### src/rtl/rv32i_ctrl_pkg.sv
// Shared types for the RV32I control pipeline: decoded control word, per-stage
// payloads, select encodings and the bubble constant.
package rv32i_ctrl_pkg;

    localparam int unsigned REG_ADDR_W = 5;
    localparam int unsigned ALU_OP_W   = 3;

    typedef enum logic [1:0] {
        NPC_SEQ    = 2'b00,
        NPC_JALR   = 2'b01,
        NPC_BRANCH = 2'b10,
        NPC_JAL    = 2'b11
    } next_pc_sel_t;

    typedef enum logic [1:0] {
        FWD_RF  = 2'b00,
        FWD_MEM = 2'b01,
        FWD_WB  = 2'b10
    } fwd_sel_t;

    typedef struct packed {
        logic                  write;
        logic                  store;
        logic                  load;
        logic                  branch;
        logic [1:0]            alu_a_sel;
        logic                  alu_b_sel;
        next_pc_sel_t          next_pc_sel;
        logic [ALU_OP_W-1:0]   alu_op;
        logic [REG_ADDR_W-1:0] rd;
        logic                  valid;
    } ctrl_t;

    // MEM and WB only keep the fields their consumers still need
    typedef struct packed {
        logic                  valid;
        logic                  write;
        logic                  store;
        logic                  load;
        logic [REG_ADDR_W-1:0] rd;
    } mem_t;

    typedef struct packed {
        logic                  write;
        logic                  load;
        logic [REG_ADDR_W-1:0] rd;
    } wb_t;

    localparam ctrl_t CTRL_BUBBLE = '{
        write:       1'b0,
        store:       1'b0,
        load:        1'b0,
        branch:      1'b0,
        alu_a_sel:   2'b00,
        alu_b_sel:   1'b0,
        next_pc_sel: NPC_SEQ,
        alu_op:      ALU_OP_W'(0),
        rd:          REG_ADDR_W'(0),
        valid:       1'b0
    };

    function automatic mem_t to_mem(ctrl_t c);
        return '{valid: c.valid, write: c.write, store: c.store, load: c.load, rd: c.rd};
    endfunction

    function automatic wb_t to_wb(mem_t m);
        return '{write: m.write, load: m.load, rd: m.rd};
    endfunction

    // Jumps always leave the sequential path; branches only when the comparator agrees
    function automatic logic is_redirect(ctrl_t c, logic taken);
        return c.valid && ((c.next_pc_sel == NPC_JALR) || (c.next_pc_sel == NPC_JAL) ||
                           (c.branch && taken));
    endfunction

endpackage

### src/rtl/ctrl_pipeline_hazard_forward_unit.sv
// Load-use hazard detection and per-operand forwarding selects for the EX stage.
module hazard_forward_unit
    import rv32i_ctrl_pkg::*;
(
    input  logic                  id_valid,
    input  logic [REG_ADDR_W-1:0] id_rs1,
    input  logic [REG_ADDR_W-1:0] id_rs2,
    input  logic                  id_uses_rs1,
    input  logic                  id_uses_rs2,
    input  logic                  ex_valid,
    input  logic                  ex_load,
    input  logic [REG_ADDR_W-1:0] ex_rd,
    input  logic [REG_ADDR_W-1:0] ex_rs1,
    input  logic [REG_ADDR_W-1:0] ex_rs2,
    input  logic                  mem_valid,
    input  logic                  mem_write,
    input  logic                  mem_load,
    input  logic [REG_ADDR_W-1:0] mem_rd,
    input  logic                  wb_write,
    input  logic [REG_ADDR_W-1:0] wb_rd,
    output logic                  load_use_c,
    output fwd_sel_t              fwd_a_sel_c,
    output fwd_sel_t              fwd_b_sel_c
);

    logic mem_fwd_ok;
    logic wb_fwd_ok;

    // A load in MEM has no data yet; it is covered by the stall plus WB forwarding
    assign mem_fwd_ok = mem_valid && mem_write && !mem_load && (mem_rd != REG_ADDR_W'(0));
    assign wb_fwd_ok  = wb_write && (wb_rd != REG_ADDR_W'(0));

    function automatic fwd_sel_t pick(logic [REG_ADDR_W-1:0] rs, logic m_ok,
                                      logic [REG_ADDR_W-1:0] m_rd, logic w_ok,
                                      logic [REG_ADDR_W-1:0] w_rd);
        if (m_ok && (m_rd == rs)) return FWD_MEM;
        if (w_ok && (w_rd == rs)) return FWD_WB;
        return FWD_RF;
    endfunction

    always_comb begin
        load_use_c  = 1'b0;
        fwd_a_sel_c = FWD_RF;
        fwd_b_sel_c = FWD_RF;
        if (ex_valid) begin
            fwd_a_sel_c = pick(ex_rs1, mem_fwd_ok, mem_rd, wb_fwd_ok, wb_rd);
            fwd_b_sel_c = pick(ex_rs2, mem_fwd_ok, mem_rd, wb_fwd_ok, wb_rd);
        end
        if (id_valid && ex_valid && ex_load && (ex_rd != REG_ADDR_W'(0)) &&
            ((id_uses_rs1 && (id_rs1 == ex_rd)) || (id_uses_rs2 && (id_rs2 == ex_rd)))) begin
            load_use_c = 1'b1;
        end
    end

endmodule

### src/rtl/ctrl_pipeline.sv
// ID/EX, EX/MEM and MEM/WB control registers with redirect, stall and
// forwarding select generation for the 5-stage RV32I datapath.
module ctrl_pipeline
    import rv32i_ctrl_pkg::*;
(
    input  logic                  clk,
    input  logic                  rst_n,
    input  logic                  id_valid,
    input  logic                  id_write,
    input  logic                  id_store,
    input  logic                  id_load,
    input  logic                  id_branch,
    input  logic [1:0]            id_alu_a_sel,
    input  logic                  id_alu_b_sel,
    input  logic [1:0]            id_next_pc_sel,
    input  logic [ALU_OP_W-1:0]   id_alu_op,
    input  logic [REG_ADDR_W-1:0] id_rd,
    input  logic [REG_ADDR_W-1:0] id_rs1,
    input  logic [REG_ADDR_W-1:0] id_rs2,
    input  logic                  id_uses_rs1,
    input  logic                  id_uses_rs2,
    input  logic                  ex_branch_taken,
    output logic                  ex_valid,
    output logic                  ex_write,
    output logic                  ex_load,
    output logic                  ex_branch,
    output logic [1:0]            ex_alu_a_sel,
    output logic                  ex_alu_b_sel,
    output logic [ALU_OP_W-1:0]   ex_alu_op,
    output logic [1:0]            ex_next_pc_sel,
    output logic [1:0]            fwd_a_sel,
    output logic [1:0]            fwd_b_sel,
    output logic                  mem_valid,
    output logic                  mem_store,
    output logic                  mem_load,
    output logic                  wb_write,
    output logic [REG_ADDR_W-1:0] wb_rd,
    output logic                  wb_sel_load,
    output logic                  stall,
    output logic                  flush,
    output logic                  redirect
);

    ctrl_t                 id_word;
    ctrl_t                 ex_q;
    mem_t                  mem_q;
    wb_t                   wb_q;
    logic [REG_ADDR_W-1:0] ex_rs1_q;
    logic [REG_ADDR_W-1:0] ex_rs2_q;
    logic                  redirect_c;
    logic                  load_use_c;
    logic                  stall_c;
    logic                  ex_take_c;
    fwd_sel_t              fwd_a_c;
    fwd_sel_t              fwd_b_c;

    always_comb begin
        id_word             = CTRL_BUBBLE;
        id_word.valid       = id_valid;
        id_word.write       = id_write;
        id_word.store       = id_store;
        id_word.load        = id_load;
        id_word.branch      = id_branch;
        id_word.alu_a_sel   = id_alu_a_sel;
        id_word.alu_b_sel   = id_alu_b_sel;
        id_word.next_pc_sel = next_pc_sel_t'(id_next_pc_sel);
        id_word.alu_op      = id_alu_op;
        id_word.rd          = id_rd;
    end

    hazard_forward_unit u_hazard (
        .id_valid    (id_valid),
        .id_rs1      (id_rs1),
        .id_rs2      (id_rs2),
        .id_uses_rs1 (id_uses_rs1),
        .id_uses_rs2 (id_uses_rs2),
        .ex_valid    (ex_q.valid),
        .ex_load     (ex_q.load),
        .ex_rd       (ex_q.rd),
        .ex_rs1      (ex_rs1_q),
        .ex_rs2      (ex_rs2_q),
        .mem_valid   (mem_q.valid),
        .mem_write   (mem_q.write),
        .mem_load    (mem_q.load),
        .mem_rd      (mem_q.rd),
        .wb_write    (wb_q.write),
        .wb_rd       (wb_q.rd),
        .load_use_c  (load_use_c),
        .fwd_a_sel_c (fwd_a_c),
        .fwd_b_sel_c (fwd_b_c)
    );

    // A redirect squashes the ID word anyway, so it overrides any load-use stall
    assign redirect_c = is_redirect(ex_q, ex_branch_taken);
    assign stall_c    = load_use_c && !redirect_c;
    assign ex_take_c  = id_valid && !stall_c && !redirect_c;

    // Bubbles zero the whole word so squashed slots cannot write, store, load or redirect
    always_ff @(posedge clk or negedge rst_n) begin
        if (!rst_n) begin
            ex_q     <= CTRL_BUBBLE;
            mem_q    <= to_mem(CTRL_BUBBLE);
            wb_q     <= to_wb(to_mem(CTRL_BUBBLE));
            ex_rs1_q <= REG_ADDR_W'(0);
            ex_rs2_q <= REG_ADDR_W'(0);
        end else begin
            ex_q     <= ex_take_c ? id_word : CTRL_BUBBLE;
            ex_rs1_q <= (ex_take_c && id_uses_rs1) ? id_rs1 : REG_ADDR_W'(0);
            ex_rs2_q <= (ex_take_c && id_uses_rs2) ? id_rs2 : REG_ADDR_W'(0);
            mem_q    <= to_mem(ex_q);
            wb_q     <= to_wb(mem_q);
        end
    end

    assign ex_valid       = ex_q.valid;
    assign ex_write       = ex_q.write;
    assign ex_load        = ex_q.load;
    assign ex_branch      = ex_q.branch;
    assign ex_alu_a_sel   = ex_q.alu_a_sel;
    assign ex_alu_b_sel   = ex_q.alu_b_sel;
    assign ex_alu_op      = ex_q.alu_op;
    assign ex_next_pc_sel = ex_q.next_pc_sel;
    assign mem_valid      = mem_q.valid;
    assign mem_store      = mem_q.store;
    assign mem_load       = mem_q.load;
    assign wb_write       = wb_q.write;
    assign wb_rd          = wb_q.rd;
    assign wb_sel_load    = wb_q.load;
    assign fwd_a_sel      = fwd_a_c;
    assign fwd_b_sel      = fwd_b_c;
    assign stall          = stall_c;
    assign flush          = redirect_c;
    assign redirect       = redirect_c;

endmodule

### config.mk
export PLATFORM = sky130hd
export DESIGN_NAME = ctrl_pipeline
export DESIGN_NICKNAME = d
export VERILOG_FILES = /design/src/rtl/rv32i_ctrl_pkg.sv /design/src/rtl/ctrl_pipeline_hazard_forward_unit.sv /design/src/rtl/ctrl_pipeline.sv
export SDC_FILE = /design/constraint.sdc
export NUM_CORES = 1
export LEC_CHECK = 0
export CORE_MARGIN = 1
export CORE_UTILIZATION = 40
export CTS_CLUSTER_DIAMETER = 50
export CTS_CLUSTER_SIZE = 20
export DETAILED_ROUTE_END_ITERATION = 8
export GPL_ROUTABILITY_DRIVEN = 0
export PLACE_DENSITY = 0.69
export SLEW_MARGIN = 20
export SYNTH_ARGS = -nofsm -noshare
export SYNTH_HDL_FRONTEND = slang
export SYNTH_SLANG_ARGS = --single-unit
### constraint.sdc
create_clock -name clk -period 4.2 [get_ports clk]
set_input_delay 0.42 -clock clk [delete_from_list [all_inputs] [get_ports clk]]
set_output_delay 0.42 -clock clk [all_outputs]
set_load 0.005 [all_outputs]
==> reports/summary.txt, run 1 <==
Post-Synthesis Cells - 173
Post-Place Cell Area - 2526 um2
Num CTS Buffers - 5
Critical Path RT - 3780 ps
Final period util - 0.7259
Netlist cell types - 23
Mean area per synthesized cell - 11.22 um2
Proportion of layout cells with a drive suffix above 1 - 0.1009
Placeable core region - 4504 um2
Drt via density - 5.025
Lkg Pwr - 1.160 nW
Setup CP Type - in2out
Port Buffers - 61
Die area - 5134 um2
Antenna violations before repair - 0
Maximum number of buffers from clock root to sink - 2
Global-route wire length before repair - 6727 um
Number of vias in the routed layout - 1407
Initial Util - 0.4308
Final hold vios - 0
Diode insertion count for antenna repair - 0
Max Clock Skew - 4.520 ps
Peak clock frequency supported by timing - 0.3280 GHz
Biggest area consumer among synthesized cells - dfrtp_1
Data arrival time of the worst path - 2630 ps
Most frequent standard cell in the layout excluding fill and tap cells - clkdlybuf4s50_1
Row count - 24
Number of DRC markers in iteration 0 - 81
Final HPWL DP - 2898 um
Min Tclk post-route - 3049 ps
Kind of path behind the tightest hold check - in2async
Htree depth - 2
Actual slew at the worst max-slew pin - 949.8 ps
Routed len/inst - 14.15 um
Outcome - completed
Top cell type's share of synthesized area - 0.5674
Synthesized netlist net count - 206
GRT Total Usage - 0.1745
FF-to-FF Start - ex_valid
Summed area of non-filler cells in the final layout - 2638 um2
Kind of start point of the critical path - input pin
Fill count - 400
Final #Nets - 260
CP cell instances - clkdlybuf4s50_1, a21oi_1, o21a_1, buf_4, o2111a_1, buf_4, and2_1, clkdlybuf4s50_1
Post-detailed-routing wire length - 3962 um
Utilization after layout - 0.5856
Clock transition time at the flip-flop clock pins of the worst setup and hold paths - 80 ps
Max_slew headroom - 0.3668
Number of gates resized after cts - 0
Final ANT Viol Nets - 0
Remaining Overflow, GRT - 0
Root buffer selected by CTS - clkbuf_8
Crit path largest cell delay - 490 ps
Crit path max-delay cell type - clkdlybuf4s50_1
Number of synthesized register bits - 44
Mapped Area - 1941 um2
Number of top-level pins - 62
Overall power - 0.9159 mW
Maximum fanout along the worst path - 29
Reg2Reg Setup Slack - 2390 ps
DRC violations left - 0
Worst skew pair latency - 290 ps
Destination of the worst register-to-register timing path - ex_valid
Die Y-Extent - 71.65 um
Largest vdd supply drop - 0.1969 mV
Power density cells - 347.3 nW/um2
Sequential cell area fraction in the yosys report - 0.5674
Clock tree from TritonCTS - done
Fin. max-slew vios - 0
Post-CTS repair timing setup buffer count - 0
Worst setup EP type - output port
Commonest cells after routing, fill and taps aside - clkdlybuf4s50_1 (60), dfrtp_1 (44), nand2_1 (19)
Number of max-capacitance violations reported - 0
Count of TritonRoute iterations in the first routing pass - 4
Setup repair after global routing missed its margin - false
Largest net degree at the start of global routing - 45
CTS sink cnt - 44
Setup Viol. Count Final - 0
Leading cell types by total area after synthesis - dfrtp_1 (57%), xnor2_1 (7.2%), xor2_1 (6.3%)
Setup TNS - 0 ps
Vias in the first global route - 1399
Die width - 71.65 um
Total of warnings raised by yosys - 0
Cts hold-fix bufs - 0
Area growth from synthesis to layout - 35.91%
Worst reg2reg path depth - 6
## per-layer routing
layer / global-route usage / part of all wire / up-vias
li1: - / - / 682
met1: 0.2392 / 0.45 / 678
met2: 0.2736 / 0.49 / 42
met3: 0.04641 / 0.043 / 5
met4: 0.05229 / 0.013 / 0
met5: 0 / 0 / -
## state kept, by name, indices dropped and copies added (netlist names), 2 cells and up
| signal | flops |
|---|---|
| ex_alu_op | 3 |
| mem_q | 6 |
| ex_q | 6 |
| wb_rd | 5 |
| ex_rs1_q | 5 |
| ex_alu_a_sel | 2 |
| ex_next_pc_sel | 2 |
| ex_rs2_q | 5 |
## report_power, final
group | total (mW) | internal (mW) | switching (mW) | leakage (nW)
Sequential | 0.468 | 0.447 | 0.0218 | 0.576
Clock | 0.314 | 0.176 | 0.138 | 0.0541
Combinational | 0.133 | 0.0789 | 0.0546 | 0.530
## logic make-up after synthesis
logic type                Yosys count  synth area share
xor gates and xnor gates           30            0.1354
AOI/OAI and AO/OA                  34            0.1167
and+or+nand+nor                    46            0.1180
buffers and inverters              19           0.06254
DFF                                44            0.5674
## synth_stat cells
master and number:
inv_1 2, nand4_1 2, buf_4 8, xor2_1 14
nor2_1 1, clkbuf_1 3, dfrtp_1 44, buf_2 4
and2_1 3, o2111a_1 1, o21a_1 1, xnor2_1 16
o22ai_1 1, a21oi_2 10, buf_6 2, nor4_1 4
o211ai_1 1, or4_1 5, nand3_1 12, nand2_1 19
a21oi_1 18, o2111ai_1 1, a21boi_0 1
## per-stage QoR
stage	hold WS, ps	cells	worst slack, ps
after detailed placement	339.5	272	1160
after floorplan	124.4	173	2248
after CTS	299.6	280	1154
after global routing	345.2	280	997.5
final	269.8	280	1151
after global placement	332.2	272	1165
## area by class of cell
cell class / count / area (um2) / share of cell area
clock inverter: 3 / 42.54 / 0.01613
sequential: 44 / 1101 / 0.4175
multi-input combinational: 110 / 724.4 / 0.2747
timing repair buffer: 64 / 628.1 / 0.2381
inverter: 2 / 7.507 / 0.002846
clock buffer: 5 / 68.82 / 0.02609
tap: 52 / 65.06 / 0.02467
## worst max-delay path, delay by kind of cell
family                 cells  cell delay [ps]
and+or+nand+nor            1              190
AOI/OAI and AO/OA          3              520
buffers and inverters      4             1480
## worst max-delay path by stage
stage / startpoint / to / slack (ps) / cells after the start
after floorplan: mem_q[3] / fwd_a_sel[1] / 2250 / 4
final: ex_branch_taken / stall / 1150 / 8
after detailed placement: ex_branch_taken / stall / 1160 / 8
after global placement: ex_branch_taken / stall / 1160 / 8
after CTS: ex_branch_taken / stall / 1150 / 8
after global routing: ex_branch_taken / stall / 1000 / 8
Note: power is estimated with default switching activity, not from simulation.
==> run 2: changes to the inputs <==
- PLACE_DENSITY: 0.69 -> 0.71
- clock period: 4.2 -> 2.71 ns (I/O delays scaled with it)
==> run 2 against run 1 <==
  * Non-clock buffer count rose by 1
  * Core utilization barely moved
  * Sequential share of layout area barely moved
  * Sequential cell count did not move
  * Final cell count rose by 0.36%
  * Worst hold slack got worse by 150 ps
  * Clock power rose by 32%
  * Global-route usage rose by 0.76 points
  * Count of clock-buffer cells in the layout rose by 2
  * Design area barely moved
  * Largest cell class unchanged
  * Highest routed layer unchanged
==> reports/summary.txt, run 2 (same netlist as run 1, synthesis figures left out) <==
Antenna violations before repair - 0
Final #Nets - 261
Reg2Reg Setup Slack - 920 ps
FF-to-FF Start - ex_q[4]
Global-route wire length before repair - 7079 um
Proportion of layout cells with a drive suffix above 1 - 0.1092
Commonest cells after routing, fill and taps aside - clkdlybuf4s50_1 (59), dfrtp_1 (44), nand2_1 (19)
Min Tclk post-route - 2603 ps
Final worst hold slack - 121.5 ps
Worst reg2reg path depth - 4
Utilization after layout - 0.5858
Die area - 5134 um2
Setup CP Type - reg2out
Power density cells - 512.1 nW/um2
Peak clock frequency supported by timing - 0.3842 GHz
Worst skew pair latency - 290 ps
Number of DRC markers in iteration 0 - 87
CP cell instances - or4_1, o211ai_1, or4_1, nor4_2, clkdlybuf4s50_1
Count of TritonRoute iterations in the first routing pass - 4
Critical Path RT - 2440 ps
Placed cell count - 273
CTS sink cnt - 44
Largest net degree at the start of global routing - 45
Data arrival time of the worst path - 2330 ps
Worst setup EP type - output port
Clock tree from TritonCTS - done
Post-detailed-routing wire length - 4210 um
Most frequent standard cell in the layout excluding fill and tap cells - clkdlybuf4s50_1
DRC violations left - 0
Crit path max-delay cell type - or4_1
Crit path largest cell delay - 560 ps
Setup TNS - 0 ps
GRT Total Usage - 0.1821
Actual slew at the worst max-slew pin - 949.3 ps
Clock transition time at the flip-flop clock pins of the worst setup and hold paths - 80 ps
Final ANT Viol Nets - 0
Root buffer selected by CTS - clkbuf_8
Kind of start point of the critical path - flip-flop
Vias in the first global route - 1476
Area growth from synthesis to layout - 35.98%
Htree depth - 2
Filler-free cell count of the finished design - 281
Fin. max-slew vios - 0
Routed len/inst - 14.98 um
Lkg Pwr - 1.160 nW
Final period util - 0.9605
Die width - 71.65 um
Placeable core region - 4504 um2
Port Buffers - 61
Diode insertion count for antenna repair - 0
Row count - 24
Initial Util - 0.4308
Num CTS Buffers - 5
Destination of the worst register-to-register timing path - ex_valid
Outcome - completed
Fill count - 397
Maximum fanout along the worst path - 4
Die Y-Extent - 71.65 um
Max Clock Skew - 6.252 ps
Remaining Overflow, GRT - 0
Number of vias in the routed layout - 1414
Number of top-level pins - 62
Max_slew headroom - 0.3671
Overall power - 1.351 mW
Final hold vios - 0
Number of max-capacitance violations reported - 0
Drt via density - 5.032
Cell repeated most along the worst path - or4_1
Final HPWL DP - 2991 um
Kind of path behind the tightest hold check - in2async
Regs by FF count - ex_q x6, mem_q x6
Setup Viol. Count Final - 0
Post-CTS repair timing setup buffer count - 0
Largest vdd supply drop - 0.2927 mV
Maximum number of buffers from clock root to sink - 2
[run 2: changes by cell type in the layout (fill, tap and decap cells not counted), sizes merged]
cell and change:
bufinv -1, dlygate4sd2 +1, clkbuf +2, clkdlybuf4s50 -1, buf +1, clkinv -1
[run 2: cell type report]
class                   instances  area (um2)  share of cell area
clock buffers                   7       86.33             0.03272
clock inverters                 1       7.507            0.002845
repair buffers                 65       634.4              0.2404
flip-flops and latches         44        1101              0.4173
well taps                      52       65.06             0.02466
multi-input cells             110       737.0              0.2793
inverters                       2       7.507            0.002845
[run 2: how the worst max path moves through the flow]
stage | startpoint | to
floorplan | mem_q[3] | fwd_a_sel[1]
global placement | mem_q[3] | fwd_b_sel[1]
detailed placement | mem_q[3] | fwd_a_sel[1]
CTS | mem_q[3] | fwd_b_sel[1]
global route | wb_rd[4] | fwd_b_sel[1]
finish | wb_rd[4] | fwd_b_sel[1]
[run 2: worst max-delay path, delay by kind of cell, from the launching register on]
| family | cells | cell delay, ps |
|---|---|---|
| and+or+nand+nor | 3 | 990 |
| buffers and inverters | 1 | 540 |
| DFF | 1 | 440 |
| AOI/OAI and AO/OA | 1 | 80 |
[run 2: what timing repair did]
action / CTS / global route
resized for setup: 1 / 2
hold buffers: 0 / 0
cloned: 0 / 0
endpoints found under the setup margin: 1 / 1
pin swaps: 0 / 1
[run 2: through the flow]
| step | instance area [um2] | worst slack [ps] |
|---|---|---|
| 5_1_grt | 2639 | -77.68 |
| 4_1_cts | 2626 | 11.72 |
| 2_1_floorplan | 1941 | 906.9 |
| 3_3_place_gp | 2534 | 369.7 |
| 6_report | 2639 | 107.0 |
| 3_5_place_dp | 2534 | 292.1 |
[run 2: routing by layer]
metal  wire (um)  part of all wire  GRT usage
met5           0                 0          0
met4          59             0.014    0.06754
met3         175             0.042    0.05345
met2        2158              0.51     0.3008
met1        1817              0.43     0.2270
[run 2: report_power, final]
group          switching, mW  total, mW  internal, mW
Clock                  0.208      0.415         0.207
Sequential            0.0336      0.726         0.692
Combinational         0.0873      0.211         0.124
==> run 3: changes to the inputs <==
- CTS_CLUSTER_DIAMETER: 50 -> 120
==> results of run 3 <==
Same layout as run 2: the final DEF is identical, and so are final timing and power.
